**src/rtl/bus_timer.sv**
```systemverilog
// bus_timer: memory-mapped 32-bit interval timer responding on the CPU bus.
// Four word registers: CTRL, INTR, EXPR, COUNTER; level irq on expiry.
module bus_timer #(
    parameter logic [31:0] EXPR_RST = 32'h0000_0000
) (
    input  logic        cpu_clk,
    input  logic        cpu_rstn,
    input  logic        cs_n,
    input  logic        as_n,
    input  logic        rw,
    input  logic [1:0]  addr,
    input  logic [31:0] wr_data,
    output logic [31:0] rd_data,
    output logic        rdy_n,
    output logic        irq
);

    localparam logic [1:0] A_CTRL = 2'd0;
    localparam logic [1:0] A_INTR = 2'd1;
    localparam logic [1:0] A_EXPR = 2'd2;
    localparam logic [1:0] A_CNT  = 2'd3;

    logic        start_q, start_d;
    logic        per_q, per_d;
    logic        intr_q, intr_d;
    logic [31:0] expr_q, expr_d;
    logic [31:0] cnt_q, cnt_d;
    logic [31:0] rdata_q, rdata_d;
    logic        rdy_n_q, rdy_n_d;

    logic        acc;
    logic        wr;
    logic        match;
    logic [31:0] rmux;

    assign acc   = !cs_n && !as_n;
    assign wr    = acc && !rw;
    assign match = start_q && (cnt_q == expr_q);

    // Read mux over the pre-update register values
    always_comb begin
        rmux = 32'h0;
        unique case (addr)
            A_CTRL:  rmux = {30'h0, per_q, start_q};
            A_INTR:  rmux = {31'h0, intr_q};
            A_EXPR:  rmux = expr_q;
            A_CNT:   rmux = cnt_q;
            default: rmux = 32'h0;
        endcase
    end

    // Next state: counting, then bus writes, then expiry forces the flag
    always_comb begin
        start_d = start_q;
        per_d   = per_q;
        intr_d  = intr_q;
        expr_d  = expr_q;
        cnt_d   = cnt_q;
        if (start_q) begin
            if (match) begin
                cnt_d = 32'h0;
                if (!per_q) begin
                    start_d = 1'b0;
                end
            end else begin
                cnt_d = cnt_q + 32'd1;
            end
        end
        if (wr) begin
            unique case (addr)
                A_CTRL: begin
                    start_d = wr_data[0];
                    per_d   = wr_data[1];
                end
                A_INTR:  intr_d = wr_data[0];
                A_EXPR:  expr_d = wr_data;
                A_CNT:   cnt_d  = wr_data;
                default: ;
            endcase
        end
        // An expiry must never be lost to a same-edge software clear
        if (match) begin
            intr_d = 1'b1;
        end
        rdy_n_d = !acc;
        rdata_d = (acc && rw) ? rmux : 32'h0;
    end

    // State and registered bus response
    always_ff @(posedge cpu_clk or negedge cpu_rstn) begin
        if (!cpu_rstn) begin
            start_q <= 1'b0;
            per_q   <= 1'b0;
            intr_q  <= 1'b0;
            expr_q  <= EXPR_RST;
            cnt_q   <= 32'h0;
            rdata_q <= 32'h0;
            rdy_n_q <= 1'b1;
        end else begin
            start_q <= start_d;
            per_q   <= per_d;
            intr_q  <= intr_d;
            expr_q  <= expr_d;
            cnt_q   <= cnt_d;
            rdata_q <= rdata_d;
            rdy_n_q <= rdy_n_d;
        end
    end

    assign rd_data = rdata_q;
    assign rdy_n   = rdy_n_q;
    assign irq     = intr_q;

endmodule

```
**config.mk**
```make
export PLATFORM = sky130hd
export DESIGN_NAME = bus_timer
export DESIGN_NICKNAME = d
export VERILOG_FILES = /design/src/rtl/bus_timer.sv
export SDC_FILE = /design/constraint.sdc
export NUM_CORES = 1
export LEC_CHECK = 0
export ABC_AREA = 1
export CORE_ASPECT_RATIO = 1.75
export CORE_MARGIN = 1.5
export CORE_UTILIZATION = 43
export CTS_CLUSTER_SIZE = 12
export DETAILED_ROUTE_END_ITERATION = 8
export SETUP_SLACK_MARGIN = 0.1
export SLEW_MARGIN = 10
export SYNTH_ARGS = -nofsm -noshare
export SYNTH_HDL_FRONTEND = slang
export SYNTH_SLANG_ARGS = --single-unit
```
**constraint.sdc**
```tcl
create_clock -name cpu_clk -period 4.15 [get_ports cpu_clk]
set_input_delay 0.83 -clock cpu_clk [delete_from_list [all_inputs] [get_ports cpu_clk]]
set_output_delay 0.83 -clock cpu_clk [all_outputs]
set_load 0.02 [all_outputs]
```
After elaboration in Yosys (flattened, before gate mapping)
Index checks and enable logic that the tools add are counted.
{"block": "op_classes", "addsub": 1, "reduce_logical": 14, "n_eq_ne": 4, "muxes": 14}
{"cell": "2-to-1 mux 32 bit", "n": 5}
{"cell": "case mux 32 bit (4 select lines)", "n": 1}
{"cell": "adder 32 x 1 -> 32 bit, second input constant", "n": 1}
{"cell": "== test 32 bit", "n": 1}
{"cell": "2-to-1 mux 1 bit", "n": 8}
{"cell": "AND reduction 2 bit", "n": 3}
{"cell": "== test 2 bit, second input constant", "n": 2}
{"cell": "logical AND 1 bit", "n": 4}
{"cell": "zero test 1 bit", "n": 4}
{"cell": "nonzero test 2 bit", "n": 2}
{"cell": "== test 2 x 1 -> 1 bit, second input constant", "n": 1}
{"cell": "zero test 2 bit", "n": 1}
{"block": "word_totals", "inputBits": 39, "out_inout_bits": 34, "regBits": 100}

Depth between registers and ports, before layout
Gate-level depths: netlist of run 1.
{"block": "logic_depth", "ltp_word": 6, "ltp_mapped": 13}

Worst setup path after synthesis of run 1
OpenSTA, ideal clock, no wires.
{"block": "synth_path", "kind": "input-to-reg", "from": "in addr[0]", "to": "reg expr_q[10]", "arrival_time_ns": 1.852, "n_path_buf": 2, "setup_slack_ns": 2.174, "path_stages": 5, "path_cell_list": "clkbuf_1 -> nor2_2 -> nand2_1 -> buf_2 -> mux2_2"}
{"block": "synth_between", "elab_chain_cells": 2}
{"element": "start, declared", "line": "11", "text": "input logic [1:0] addr,"}
{"element": "== test 2 bit", "line": "70", "text": "unique case (addr)"}
{"element": "AND reduction 2 bit (no source line)"}
{"element": "end signal, assigned", "line": "103", "text": "expr_q <= expr_d;"}
{"element": "end, declared", "line": "26", "text": "logic [31:0] expr_q, expr_d;"}
No other way between the ends.
A chain may end at the register's enable or synchronous reset.

Final worst setup path of run 1
{"block": "layout_path", "from": "in addr[0]", "to": "reg expr_q[26]"}
The elaborated chain is that of the path after synthesis.

==> metrics.md, run 1 <==
| Metric | Value |
|---|---|
| Crit path kind | `in2reg` |
| Number of global-route vias before repair | `4974` |
| Antenna violations before repair | `0` |
| Final period utilization | `0.660` |
| P per Cell Area | `446 nW/um^2` |
| First drt pass iteration count | `4` |
| Fin Setup TNS | `0 ps` |
| All-Layer GR Usage | `0.239` |
| CP max stage cell | `clkdlybuf4s50_1` |
| Max Slew Vio Count | `0` |
| Crit path time final | `2740 ps` |
| Share of layout cells above drive strength 1 | `0.114` |
| Final #Nets | `799` |
| Syn avg cell area | `7.80 sq um` |
| # diodes | `0` |
| Met2 Track Usage GR | `0.431` |
| Worst Tran Pin Value | `775 ps` |
| Setup violators final | `0` |
| Largest driver fanout on the critical path | `32` |
| RSZ-0062 raised after global routing | `false` |
| Required time worst endpoint | `4380 ps` |
| Busiest grt layer | `met2` |
| Detailed Route Iter0 Violations | `244` |
| Clk Latency, worst-skew pair | `350 ps` |
| VDD IR-drop max | `0.194 mV` |
| Prevailing post-synth register cell | `dfrtp_1` |
| Vias per Instance | `5.07` |
| Fmax | `365 MHz` |
| Met3 Use GR | `0.0402` |
| CORE AREA | `12400 sq um` |
| Count of input and output buffers | `72` |
| CTS tree | `done` |
| H-tree Lvls | `3` |
| CTS root buffer | `clkbuf_16` |
| Crit end category | `register` |
| Initial Util | `0.438` |
| Worst slack, placed | `1070 ps` |
| Clk slew on worst S/H paths | `70 ps` |
| Leak pwr | `2.96 nW` |
| Count of cells resized by post-cts repair | `0` |
| Max-cap violations | `0` |
| GP Congestion | `0.942` |
| Final WS setup | `1410 ps` |
| Placed Cells | `916` |
| DRT Wirelength | `14600 microns` |
| Crit path buf inv count | `3` |
| Critical path cell sequence | `clkdlybuf4s50_1 > nor2_2 > buf_4 > nand2_1 > buf_4 > mux2_2` |
| # rows | `54` |
| YS warnings | `0` |
| Clock buffer count from CTS | `9` |
| Cell variety after synth | `36` |
| Die area | `13400 sq um` |
| M1 GR Usage | `0.273` |
| Dpl hpwl | `11000 microns` |
| Skew final | `8.50 ps` |
| Worst Setup Start Kind | `primary input` |
| Remaining DRCs | `0` |
| Synth Cell Area | `5440 sq um` |
| Layout area overhead | `21.2%` |
| I/O pin count | `73` |
| Total grt overflow | `0` |
| Slew HR | `0.482` |
| Post-route ant nets | `0` |
| Post-CTS Setup Bufs | `0` |
| Pin count of the biggest net entering global routing | `41` |
| Die W | `88.0 microns` |
| Slowest stage delay, CP | `940 ps` |
| Worst-case clock buffer depth | `2` |
| Overall power | `0.00294 W` |
| Finished Layout Cells | `931` |
| Share of the yosys chip area belonging to registers | `0.460` |
| Tightest Hold Check Type | `in2async` |
| DIE HEIGHT | `152 microns` |
| Clock sink count | `100` |
| Status | `finished, final reports clean` |
| Syn nets | `738` |
| Syn Inst Count | `698` |
| Async set-reset flop share out of synthesis | `1.00` |
| Vias post-DR | `4720` |
| Final Hold Fails | `0` |
| Crit path DAT | `2960 ps` |
| First-pass GRT wire length | `24600 microns` |
| Most used cell, CP | `buf_4` |
| Post-synth EDFFs | `0` |
| Fin Hold WS | `361 ps` |
| CTS Hold Bufs | `0` |
| DR WL/cell | `15.7 microns` |
| CP delay by family, top | `buffers and inverters` |
| Yosys reg bits | `100` |
-- kinds of logic after synthesis --
kind of cell    share of synthesized area
compound gates                      0.114
flops                               0.460
fa+ha+maj                         0.00230
mux                                0.0269
simple gates                        0.265
buf+inv                            0.0869
xor+xnor                           0.0451
-- per-stage QoR --
stage,area [sq um],utilization
3_3_place_gp,6270,0.505
3_5_place_dp,6270,0.505
4_1_cts,6600,0.531
2_1_floorplan,5440,-
6_report,6600,0.531
5_1_grt,6600,0.531
-- worst paths after layout --
kind | depth (start not counted) | startpoint | slack [ps] | end
worst max-delay path | 6 | addr[0] | 1410 | expr_q[26]$_DFFE_PN0P_
worst min-delay path | 1 | cpu_rstn | 360 | rd_data[15]$_DFF_PN0_
worst max register to register | 9 | start_q$_DFF_PN0_ | 2040 | cnt_q[6]$_DFF_PN0_
worst min register to register | 2 | per_q$_DFFE_PN0P_ | 550 | per_q$_DFFE_PN0P_
max in group asynchronous | 2 | cpu_rstn | 2970 | cnt_q[2]$_DFF_PN0_
min in group cpu_clk | 2 | per_q$_DFFE_PN0P_ | 550 | per_q$_DFFE_PN0P_
-- state kept, by name, summed over array words and instances, names as in the netlist --
register,cells
cnt_q,32
expr_q,32
rd_data,32
irq,1
per_q,1
rdy_n,1
start_q,1
-- worst reg2reg max path, delay by kind of cell, from the launching register on --
kind,cells,cell delay [ps]
and+or+nand+nor,6,970
DFF,1,590
AOI/OAI and AO/OA,2,260
buffers and inverters,1,170
-- placed cells by master (no fill, tap or decap), types with 8 or more instances in the layout --
| master | n |
|---|---|
| o21ai_0 | 22 |
| nand4_1 | 9 |
| inv_1 | 69 |
| clkbuf_16 | 9 |
| nor2_2 | 10 |
| dfrtp_1 | 99 |
| nor2_1 | 59 |
| nor3_1 | 8 |
| inv_2 | 12 |
| xnor2_1 | 13 |
| nand3_1 | 50 |
| a21oi_1 | 51 |
| xor2_1 | 15 |
| nand2_1 | 196 |
| clkdlybuf4s50_1 | 71 |
| mux2_2 | 12 |
| buf_4 | 10 |
| o21ai_2 | 20 |
-- synth_stat cells (3+ instances only) --
library cell	number	area, sq um
xnor2_1	13	114
nor2_2	9	56.3
nor2_1	60	225
clkbuf_2	3	15.0
o21ai_0	22	110
dfrtp_1	99	2480
o21ai_2	20	175
buf_2	10	50.1
nand2_1	196	736
a21oi_1	51	255
clkbuf_1	13	48.8
inv_2	12	45.0
mux2_2	12	135
nor3_1	8	40.0
nand3_1	50	250
o22ai_1	3	18.8
inv_1	69	259
nand4_1	9	56.3
xor2_1	15	131
o21ai_1	4	20.0
-- area by class of cell --
| class | instances | area (sq um) |
|---|---|---|
| fillers | 1255 | 5830 |
| flip-flops and latches | 100 | 2500 |
| multi-input cells | 486 | 2470 |
| repair buffers | 81 | 786 |
| inverters | 81 | 304 |
| clock buffers | 11 | 253 |
| well taps | 168 | 210 |
| clock inverters | 4 | 72.6 |
-- where the power goes --
group	internal, W	switching, W
clock	0.000557	0.000357
sequential	0.00114	0.000215
combinational	0.000294	0.000384
-- per-layer routing --
metal	wire length [microns]	vias up
met1	5650	2248
met5	0	-
met3	379	29
li1	-	2346
met2	8140	97
met4	416	0
No activity file was read; power rests on OpenSTA's default activity.
==> run 2, diff against run 1 <==
--- a/config.mk
+++ b/config.mk
@@ -11,6 +11,7 @@
 export CORE_UTILIZATION = 43
 export CTS_CLUSTER_SIZE = 12
 export DETAILED_ROUTE_END_ITERATION = 8
+export PLACE_DENSITY = 0.67
 export SETUP_SLACK_MARGIN = 0.1
 export SLEW_MARGIN = 10
 export SYNTH_ARGS = -nofsm -noshare
==> constraint.sdc (replaced) <==
create_clock -name cpu_clk -period 2.4 [get_ports cpu_clk]
set_input_delay 0.48 -clock cpu_clk [delete_from_list [all_inputs] [get_ports cpu_clk]]
set_output_delay 0.48 -clock cpu_clk [all_outputs]
set_load 0.02 [all_outputs]
==> run 2 against run 1 <==
Via count increased by 2.3%. Power is 69% higher. Clock skew shrank 2.6 ps. Register-to-register slack got worse by 1600 ps. Critical path depth down 5. Sequential cell count unchanged. Utilization down 0.050 points. Combinational power up 77%. Critical path type is now reg2out. Largest cell class unchanged. Highest routed layer unchanged.
==> metrics.md, run 2 (same netlist as run 1, synthesis figures left out) <==
| Metric | Value |
|---|---|
| Final Hold Fails | `0 (unchanged)` |
| P per Cell Area | `754 nW/um^2 (+69%)` |
| Share of layout cells above drive strength 1 | `0.116 (+0.00232)` |
| Layout area overhead | `21.1% (about the same)` |
| Worst-case clock buffer depth | `2 (unchanged)` |
| Critical path cell sequence | `clkdlybuf4s50_1` |
| Largest driver fanout on the critical path | `1 (-97%)` |
| Post-CTS Setup Bufs | `0 (unchanged)` |
| Vias per Instance | `5.17 (+2.0%)` |
| Commonest non-fill, non-tap cell in the layout | `nand2_1` |
| Skew final | `5.92 ps (-2.58 ps)` |
| First-pass GRT wire length | `24300 microns (-1.1%)` |
| Antenna violations before repair | `0 (unchanged)` |
| Vias post-DR | `4827 (+2.3%)` |
| Leak pwr | `2.96 nW (about the same)` |
| Fin Setup TNS | `0 ps (unchanged)` |
| Setup violators final | `0 (unchanged)` |
| Remaining DRCs | `0 (unchanged)` |
| DIE HEIGHT | `152 microns (unchanged)` |
| CTS Hold Bufs | `0 (unchanged)` |
| Fin Hold WS | `45.2 ps (-316 ps)` |
| Pin count of the biggest net entering global routing | `52 (+27%)` |
| Crit path kind | `reg2out` |
| Worst Tran Pin Value | `413 ps (-361 ps)` |
| RSZ-0062 raised after global routing | `false` |
| Final period utilization | `0.809` |
| Number of global-route vias before repair | `5068 (+1.9%)` |
| Required time worst endpoint | `1920 ps (-2460 ps)` |
| Post-route ant nets | `0 (unchanged)` |
| H-tree Lvls | `3 (unchanged)` |
| CORE AREA | `12400 sq um (unchanged)` |
| GP Congestion | `0.963 (+2.2%)` |
| Die area | `13400 sq um (unchanged)` |
| CP delay by family, top | `buffers and inverters` |
| Initial Util | `0.438 (unchanged)` |
| Detailed Route Iter0 Violations | `318 (+30%)` |
| Fill count | `1252 (-0.24%)` |
| Post-route cell area | `6590 sq um (about the same)` |
| Status | `finished, final reports clean` |
| Clk slew on worst S/H paths | `70 ps (about the same)` |
| Crit end category | `output port` |
| # rows | `54 (unchanged)` |
| Crit path time final | `1940 ps` |
| Clock sink count | `100 (unchanged)` |
| CTS tree | `done` |
| Tightest Hold Check Type | `in2async` |
| Dpl hpwl | `10800 microns (-1.5%)` |
| I/O pin count | `73 (unchanged)` |
| All-Layer GR Usage | `0.235 (-0.00373)` |
| Count of input and output buffers | `72 (unchanged)` |
| Max Slew Vio Count | `0 (unchanged)` |
| Clock buffer count from CTS | `9 (unchanged)` |
| Max-cap violations | `0 (unchanged)` |
| Worst Setup Start Kind | `register` |
| VDD IR-drop max | `0.328 mV (+69%)` |
| Slew HR | `0.717 (+0.235)` |
| Crit path DAT | `1460 ps (-1500 ps)` |
| Final #Nets | `801 (+0.25%)` |
| Reg2Reg Setup Slack | `460 ps (-1580 ps)` |
| DP Area | `6300 sq um (+0.44%)` |
| Count of cells resized by post-cts repair | `0 (unchanged)` |
| DRT Wirelength | `14600 microns (about the same)` |
| CTS root buffer | `clkbuf_16` |
| Clk Latency, worst-skew pair | `350 ps (about the same)` |
| First drt pass iteration count | `5 (+1)` |
| CP max stage cell | `clkdlybuf4s50_1` |
| DR WL/cell | `15.6 microns (-0.27%)` |
| # diodes | `0 (unchanged)` |
| Crit path buf inv count | `1 (-2)` |
| Slowest stage delay, CP | `590 ps (-350 ps)` |
| Die W | `88.0 microns (unchanged)` |
| Fmax | `515 MHz` |
| Most frequent cells in the layout | `nand2_1 (196), dfrtp_1 (99), clkdlybuf4s50_1 (71)` |
| Total grt overflow | `0 (unchanged)` |
==> run 2: changes by cell type in the layout (fill, tap and decap cells not counted), sizes merged <==
| cell | delta |
|---|---|
| bufinv | -1 |
| clkinv | +2 |
| buf | +2 |
| clkbuf | -1 |
==> run 2: power breakdown <==
| part | switching (W) | internal, W | leakage [nW] |
|---|---|---|---|
| combinational | 0.000679 | 0.000516 | 1.56 |
| sequential | 0.000363 | 0.00197 | 1.26 |
| clock | 0.000622 | 0.000825 | 0.144 |
==> run 2: final timing paths <==
| path | startpoint | end | cells past startpoint |
|---|---|---|---|
| max in group asynchronous | cpu_rstn | expr_q[31]$_DFFE_PN0P_ | 2 |
| max | rdy_n$_DFF_PN1_ | rdy_n | 1 |
| min reg2reg | per_q$_DFFE_PN0P_ | per_q$_DFFE_PN0P_ | 2 |
| min in group cpu_clk | per_q$_DFFE_PN0P_ | per_q$_DFFE_PN0P_ | 2 |
| min | cpu_rstn | rd_data[18]$_DFF_PN0_ | 1 |
| max reg2reg | cnt_q[23]$_DFF_PN0_ | cnt_q[6]$_DFF_PN0_ | 11 |
==> run 2: per-layer routing <==
layer	track usage	vias to the layer above	part of all wire
met3	0.0315	46	0.030
met4	0.112	0	0.040
met5	0	-	0
met2	0.435	127	0.56
li1	-	2344	-
met1	0.253	2310	0.37
==> run 2: final cells by class <==
class	instances	area, sq um	share of cell area
Multi-Input combinational cell	486	2470	0.375
Inverter	81	304	0.0461
Tap cell	168	210	0.0319
Clock buffer	10	239	0.0363
Sequential cell	100	2500	0.380
Clock inverter	5	52.6	0.00797
Timing Repair Buffer	83	813	0.123
==> run 2: metrics by stage <==
stage / cells / utilization / power [W] / setup WS (ps)
after floorplan: 698 / - / 0.00311 / 774
after global placement: 918 / 0.507 / 0.00351 / 319
after detailed placement: 918 / 0.507 / 0.00355 / 201
after CTS: 933 / 0.530 / 0.00500 / 448
after global routing: 933 / 0.530 / 0.00527 / 327
final: 933 / 0.530 / 0.00497 / 458
